## src/rtl/mux4_rr_arbiter_pkg.sv

```systemverilog
// Shared definitions for the 4-requester round-robin mux arbiter.
package mux4_arb_pkg;

    localparam int NREQ  = 4;
    localparam int SEL_W = 2;

    typedef enum logic {
        ST_IDLE  = 1'b0,
        ST_GRANT = 1'b1
    } state_t;

    // First set request found scanning ptr, ptr+1, ... modulo NREQ.
    function automatic logic [SEL_W-1:0] rr_pick(input logic [NREQ-1:0]  req,
                                                 input logic [SEL_W-1:0] ptr);
        logic [SEL_W-1:0] idx;
        logic             found;
        rr_pick = ptr;
        found   = 1'b0;
        for (int unsigned k = 0; k < NREQ; k++) begin
            idx = ptr + SEL_W'(k);
            if (!found && req[idx]) begin
                rr_pick = idx;
                found   = 1'b1;
            end
        end
    endfunction

endpackage

```

## src/rtl/mux4_rr_arbiter_if.sv

```systemverilog
// Requester / sink bundle of the round-robin mux arbiter.
interface mux4_rr_arbiter_if
    import mux4_arb_pkg::*;
#(
    parameter int DW = 8
) ();

    logic [NREQ-1:0]    req;
    logic [NREQ*DW-1:0] din;
    logic               out_rdy;
    logic [NREQ-1:0]    gnt;
    logic [SEL_W-1:0]   sel;
    logic [DW-1:0]      dout;
    logic               dout_vld;
    logic               busy;

    modport master (
        output req, din, out_rdy,
        input  gnt, sel, dout, dout_vld, busy
    );

    modport slave (
        input  req, din, out_rdy,
        output gnt, sel, dout, dout_vld, busy
    );

endinterface

```

## src/rtl/mux4_rr_arbiter_mux4_dw.sv

```systemverilog
// DW-bit 4:1 data mux, purely combinational.
module mux4_dw
    import mux4_arb_pkg::*;
#(
    parameter int DW = 8
) (
    input  logic [NREQ*DW-1:0] din,
    input  logic [SEL_W-1:0]   sel,
    output logic [DW-1:0]      dout
);

    // Pick the channel slice addressed by sel.
    always_comb begin
        dout = din[int'(sel)*DW +: DW];
    end

endmodule

```

## src/rtl/mux4_rr_arbiter.sv

```systemverilog
// Round-robin arbiter sharing one 4:1 data mux; bursts of up to MAX_BURST beats.
module mux4_rr_arbiter
    import mux4_arb_pkg::*;
#(
    parameter int DW        = 8,
    parameter int MAX_BURST = 4
) (
    input  logic              clk,
    input  logic              rst,
    mux4_rr_arbiter_if.slave  bus
);

    localparam int             CW   = (MAX_BURST > 1) ? $clog2(MAX_BURST) : 1;
    localparam logic [CW-1:0]  LAST = CW'(MAX_BURST - 1);

    state_t           state_q, state_d;
    logic [SEL_W-1:0] ptr_q,   ptr_d;
    logic [SEL_W-1:0] sel_q,   sel_d;
    logic [NREQ-1:0]  gnt_q,   gnt_d;
    logic [CW-1:0]    cnt_q,   cnt_d;
    logic [SEL_W-1:0] pick;
    logic [DW-1:0]    mux_y;
    logic             beat_vld;

    assign pick     = rr_pick(bus.req, ptr_q);
    assign beat_vld = (state_q == ST_GRANT) && bus.req[sel_q];

    mux4_dw #(.DW(DW)) u_mux (
        .din  (bus.din),
        .sel  (sel_q),
        .dout (mux_y)
    );

    // State, pointer, grant, select and beat counter registers.
    always_ff @(posedge clk) begin
        if (rst) begin
            state_q <= ST_IDLE;
            ptr_q   <= '0;
            sel_q   <= '0;
            gnt_q   <= '0;
            cnt_q   <= '0;
        end else begin
            state_q <= state_d;
            ptr_q   <= ptr_d;
            sel_q   <= sel_d;
            gnt_q   <= gnt_d;
            cnt_q   <= cnt_d;
        end
    end

    // Next-state: grant from IDLE, count accepted beats, release on burst end or withdraw.
    always_comb begin
        state_d = state_q;
        ptr_d   = ptr_q;
        sel_d   = sel_q;
        gnt_d   = gnt_q;
        cnt_d   = cnt_q;
        unique case (state_q)
            ST_IDLE: begin
                if (|bus.req) begin
                    sel_d       = pick;
                    gnt_d       = '0;
                    gnt_d[pick] = 1'b1;
                    cnt_d       = '0;
                    state_d     = ST_GRANT;
                end
            end
            ST_GRANT: begin
                if (!bus.req[sel_q] || (bus.out_rdy && cnt_q == LAST)) begin
                    state_d = ST_IDLE;
                    gnt_d   = '0;
                    ptr_d   = sel_q + SEL_W'(1);
                end else if (bus.out_rdy) begin
                    cnt_d = cnt_q + CW'(1);
                end
            end
        endcase
    end

    // Outputs: registered grant/select, gated mux data toward the sink.
    always_comb begin
        bus.gnt      = gnt_q;
        bus.sel      = sel_q;
        bus.busy     = (state_q == ST_GRANT);
        bus.dout_vld = beat_vld;
        bus.dout     = beat_vld ? mux_y : '0;
    end

endmodule

```

## src/flat_wrapper.sv

```systemverilog
// flat-port wrapper written by rule: the top's interface ports become plain ports
module mux4_rr_arbiter_flat import mux4_arb_pkg::*;
#(
    parameter int DW        = 8,
    parameter int MAX_BURST = 4
)
  (clk, rst, bus_req, bus_din, bus_out_rdy, bus_gnt, bus_sel, bus_dout, bus_dout_vld, bus_busy);
  mux4_rr_arbiter_if #(.DW(DW)) bus_i ();
  input  logic clk;
  input  logic rst;
  input wire logic [$bits(bus_i.req)-1:0] bus_req;
  input wire logic [$bits(bus_i.din)-1:0] bus_din;
  input wire logic [$bits(bus_i.out_rdy)-1:0] bus_out_rdy;
  output wire logic [$bits(bus_i.gnt)-1:0] bus_gnt;
  output wire logic [$bits(bus_i.sel)-1:0] bus_sel;
  output wire logic [$bits(bus_i.dout)-1:0] bus_dout;
  output wire logic [$bits(bus_i.dout_vld)-1:0] bus_dout_vld;
  output wire logic [$bits(bus_i.busy)-1:0] bus_busy;
  assign bus_i.req = bus_req;
  assign bus_i.din = bus_din;
  assign bus_i.out_rdy = bus_out_rdy;
  assign bus_gnt = bus_i.gnt;
  assign bus_sel = bus_i.sel;
  assign bus_dout = bus_i.dout;
  assign bus_dout_vld = bus_i.dout_vld;
  assign bus_busy = bus_i.busy;
  mux4_rr_arbiter #(.DW(DW), .MAX_BURST(MAX_BURST)) u_core (.clk(clk), .rst(rst), .bus(bus_i));
endmodule
```

## config.mk

```make
export PLATFORM = sky130hd
export DESIGN_NAME = mux4_rr_arbiter_flat
export DESIGN_NICKNAME = d
export VERILOG_FILES = /design/src/rtl/mux4_rr_arbiter_pkg.sv /design/src/rtl/mux4_rr_arbiter_if.sv /design/src/rtl/mux4_rr_arbiter_mux4_dw.sv /design/src/rtl/mux4_rr_arbiter.sv /design/src/flat_wrapper.sv
export SDC_FILE = /design/constraint.sdc
export NUM_CORES = 1
export LEC_CHECK = 0
export ABC_AREA = 1
export CAP_MARGIN = 15
export CORE_UTILIZATION = 30
export DETAILED_ROUTE_END_ITERATION = 10
export GPL_TIMING_DRIVEN = 0
export SLEW_MARGIN = 0
export SYNTH_ARGS = -nofsm -noshare
export SYNTH_HDL_FRONTEND = slang
export SYNTH_HIERARCHICAL = 1
export SYNTH_SLANG_ARGS = --single-unit
```

## constraint.sdc

```tcl
create_clock -name clk -period 1.4 [get_ports clk]
set_input_delay 0.28 -clock clk [delete_from_list [all_inputs] [get_ports clk]]
set_output_delay 0.28 -clock clk [all_outputs]
set_load 0.05 [all_outputs]
```

==> results of run 1 <==
-- what timing repair did --
action                                  in CTS  in global routing
endpoints found under the setup margin      27                 24
pin swaps                                   13                 17
cloned                                       3                  0
setup buffers                               16                  4
resized for setup                          108                 30
-- state kept, by name, summed over array words and instances (netlist names) --
register,flops
u_core/cnt_q,2
u_core/bus.sel,2
u_core/bus.busy,1
u_core/ptr_q,2
u_core/bus.gnt,4
-- stage by stage --
step                      hold slack, ns  worst slack, ns  utilization (%)  area (µm²)  instances
after global routing              0.4920          -0.3969            56.42        2474        398
final                             0.4572          -0.3026            56.42        2474        398
after floorplan                   0.4568          -0.1422                -        1490        266
after CTS                         0.4562          -0.3047            54.40        2385        394
after global placement            0.4606           -1.315            47.57        2086        371
after detailed placement          0.4613           -1.322            47.57        2086        371
-- report_power, final --
| group | leakage, µW | internal [µW] | total [µW] | switching [µW] |
|---|---|---|---|---|
| Sequential | 0.0000933 | 385 | 451 | 66.0 |
| Combinational | 0.00116 | 892 | 2220 | 1320 |
| Clock | 0.0000228 | 200 | 321 | 121 |
-- per-layer routing --
| layer | part of all wire, % | wire length, µm |
|---|---|---|
| met5 | 0 | 0 |
| met1 | 47 | 2048 |
| met4 | 0.71 | 31 |
| met3 | 5.1 | 225 |
| met2 | 47 | 2073 |
-- final timing paths --
check	from	to	slack, ns	cells past startpoint
hold reg to reg	u_core/bus.gnt[0]$_SDFFE_PP0P_	u_core/bus.gnt[0]$_SDFFE_PP0P_	0.47	2
setup / recovery	u_core/bus.sel[0]$_SDFFE_PP0P_	bus_dout[7]	-0.30	6
setup reg to reg	u_core/ptr_q[0]$_SDFFE_PP0P_	u_core/bus.sel[1]$_SDFFE_PP0P_	-0.21	14
hold / removal	rst	u_core/bus.busy$_SDFF_PP0_	0.46	2
-- kinds of logic after synthesis --
family | count (synthesis) | share of synthesized area, %
simple gates | 171 | 54.72
buf+inv | 65 | 20.60
compound gates | 18 | 7.804
flops | 11 | 15.97
fa+ha+maj | 1 | 0.9073
-- cells in the final DEF (no fill, tap or decap), types with 3 or more instances in the layout --
master           netlist  final
nand2_1              108     84
inv_1                 54     42
clkdlybuf4s50_1        0     33
nand3_1               35     30
nand2_2                6     28
buf_4                  3     19
buf_6                  3     14
inv_2                  1     10
nor2_4                 2     10
a21oi_1                8      6
dfxtp_1               11      6
nand3_2                1      5
dlygate4sd2_1          0      4
buf_8                  0      4
a21oi_2                3      4
nor2_1                13      4
dfxtp_4                0      4
clkbuf_8               0      3
nand2_4                1      3
clkdlybuf4s15_1        0      3
-- cell type report --
type	instances	area (µm²)	area share, %
clock buffers	4	45.04	1.821
flip-flops and latches	11	236.5	9.560
multi-input cells	191	1082	43.75
repair buffers	75	719.4	29.08
plain buffers	8	86.33	3.490
inverters	57	239.0	9.661
well taps	52	65.06	2.630
-- critical path: stages, from the launching register on --
cell	delay, ns
dfxtp_4	0.36
a21oi_1	0.12
o21ai_1	0.10
nand2_2	0.17
nand2_4	0.13
nor2_4	0.13
buf_8	0.15
==> results by group, run 1 <==
Detailed routing
  – Final ANT Viol Nets: 0
  – Wire per inst: 11.00 µm
  – DRC Markers: 0
  – Initial detailed-routing violation count: 66
  – Vias per inst: 4.510
  – Detailed-route via count: 1795
  – Pre-antenna DRT Iters: 4
  – Routed WL: 4378 µm

Placed design
  – Port Buffer Count: 53
  – Final HPWL DP: 2931 µm
  – GP Congestion: 0.8328

Synthesis
  – Yosys warnings: 6
  – Avg Cell Area, Syn: just over 5 µm²
  – Most frequent cell after synthesis: nand2_1
  – Post-synth net total: 306
  – Seq/Total Area, Yosys: between 10% and 20%
  – FF+latch count, synth: 11
  – Area share of the largest cell type after synthesis: 29.40%
  – Synth cell types: 27
  – Area contributors post-synth: nand2_1 (29%), dfxtp_1 (16%), inv_1 (15%), nand3_1 (13%), nor2_1 (3.5%)
  – Async SR Flop Fraction: 0%
  – Main synth FF type: dfxtp_1
  – Top cells by count, synth: nand2_1 (108), inv_1 (54), nand3_1 (35)
  – Syn Std Cell Area: ~1400 µm²
  – Leading area contributor after synthesis: nand2_1
  – Post-synthesis cell count: 266
  – EDFF count, synth: 0

Layout
  – Fill cells: 430
  – Inserted Diodes: 0
  – Area Overhead vs Synth: 79.40%
  – Layout cells sized above 1: 35.84%
  – NumNets Final: 387

Clocking
  – Clock sinks: 11
  – Clk Tree Root Cell: clkbuf_8
  – Clock Latency Late Sink: 0.24 ns
  – Hold-fix buffers, CTS: 0
  – TritonCTS clock tree: done
  – CTS buffer count: 3
  – H-tree levels: 1
  – Clock Pin Slew Worst Setup and Hold Paths: 0.05 ns
  – Clock Tree Buf Depth: 2

Worst setup path
  – Crit path DAT: roughly 1.4 ns
  – Crit Path Class: reg2out
  – Worst Path Max Fanout: 7
  – Element type at the critical path end: output port
  – CP startpoint kind: register
  – CP required: 1.12 ns

Floorplan
  – Die X: 69.80 µm
  – Num rows: 24
  – Ports: 55
  – Die Ht: 69.80 µm
  – Initial core utilization: 31.45%
  – DIE AREA: 4871 µm²
  – Core area: 4384 µm²

Timing
  – Total Negative Setup Slacks: -4.282 ns
  – Final hold vios: 0
  – Max transition margin: 65.97%
  – Unrepaired setup endpoints after global routing: yes
  – Post-route minimum period: 1.703 ns
  – Slew Viols, Final: 0
  – Worst-margin pin slew: 0.5105 ns
  – Final Cycle Share: 121.6%
  – Final setup margin: -0.3026 ns
  – # setup viols final: 20
  – Worst Clk Skew: 0.009306 ns
  – Fmax: between 500 and 600 MHz

Global routing
  – Grt peak-use layer: met2
  – Initial antenna violation count: 0
  – First-pass GRT wire length: 7314 µm
  – GRT met3 Usage: 2.180%
  – All-Layer GR Usage: 17.80%
  – Met2 Usage GRT: 31.94%
  – Vias in the first global route: 1676
  – GRT overflow: 0
  – M1 GR Usage: 22.50%
  – Largest net degree at the start of global routing: 11

Run status
  – Outcome: finished, violations left
  – Failing checks: negative setup slack

Job
  – Number of max-cap violations: 0

Pwr
  – Pwr Total: 2988 µW
  – Peak supply drop: 0.8393 mV
  – Pwr Density: 1208 nW/µm²
  – Cell leakage power: 0.001274 µW

Worst hold path
  – Worst hold path class: in2reg
Note: power is estimated with default switching activity, not from simulation.
==> run 2: changes to the inputs <==
--- a/config.mk
+++ b/config.mk
@@ -8,6 +8,7 @@
 export ABC_AREA = 1
 export CAP_MARGIN = 15
 export CORE_UTILIZATION = 30
+export CTS_CLUSTER_SIZE = 20
 export DETAILED_ROUTE_END_ITERATION = 10
 export GPL_TIMING_DRIVEN = 0
 export SLEW_MARGIN = 0
==> results of run 2 <==
No change in the layout: final DEF, timing and power equal those of run 1.
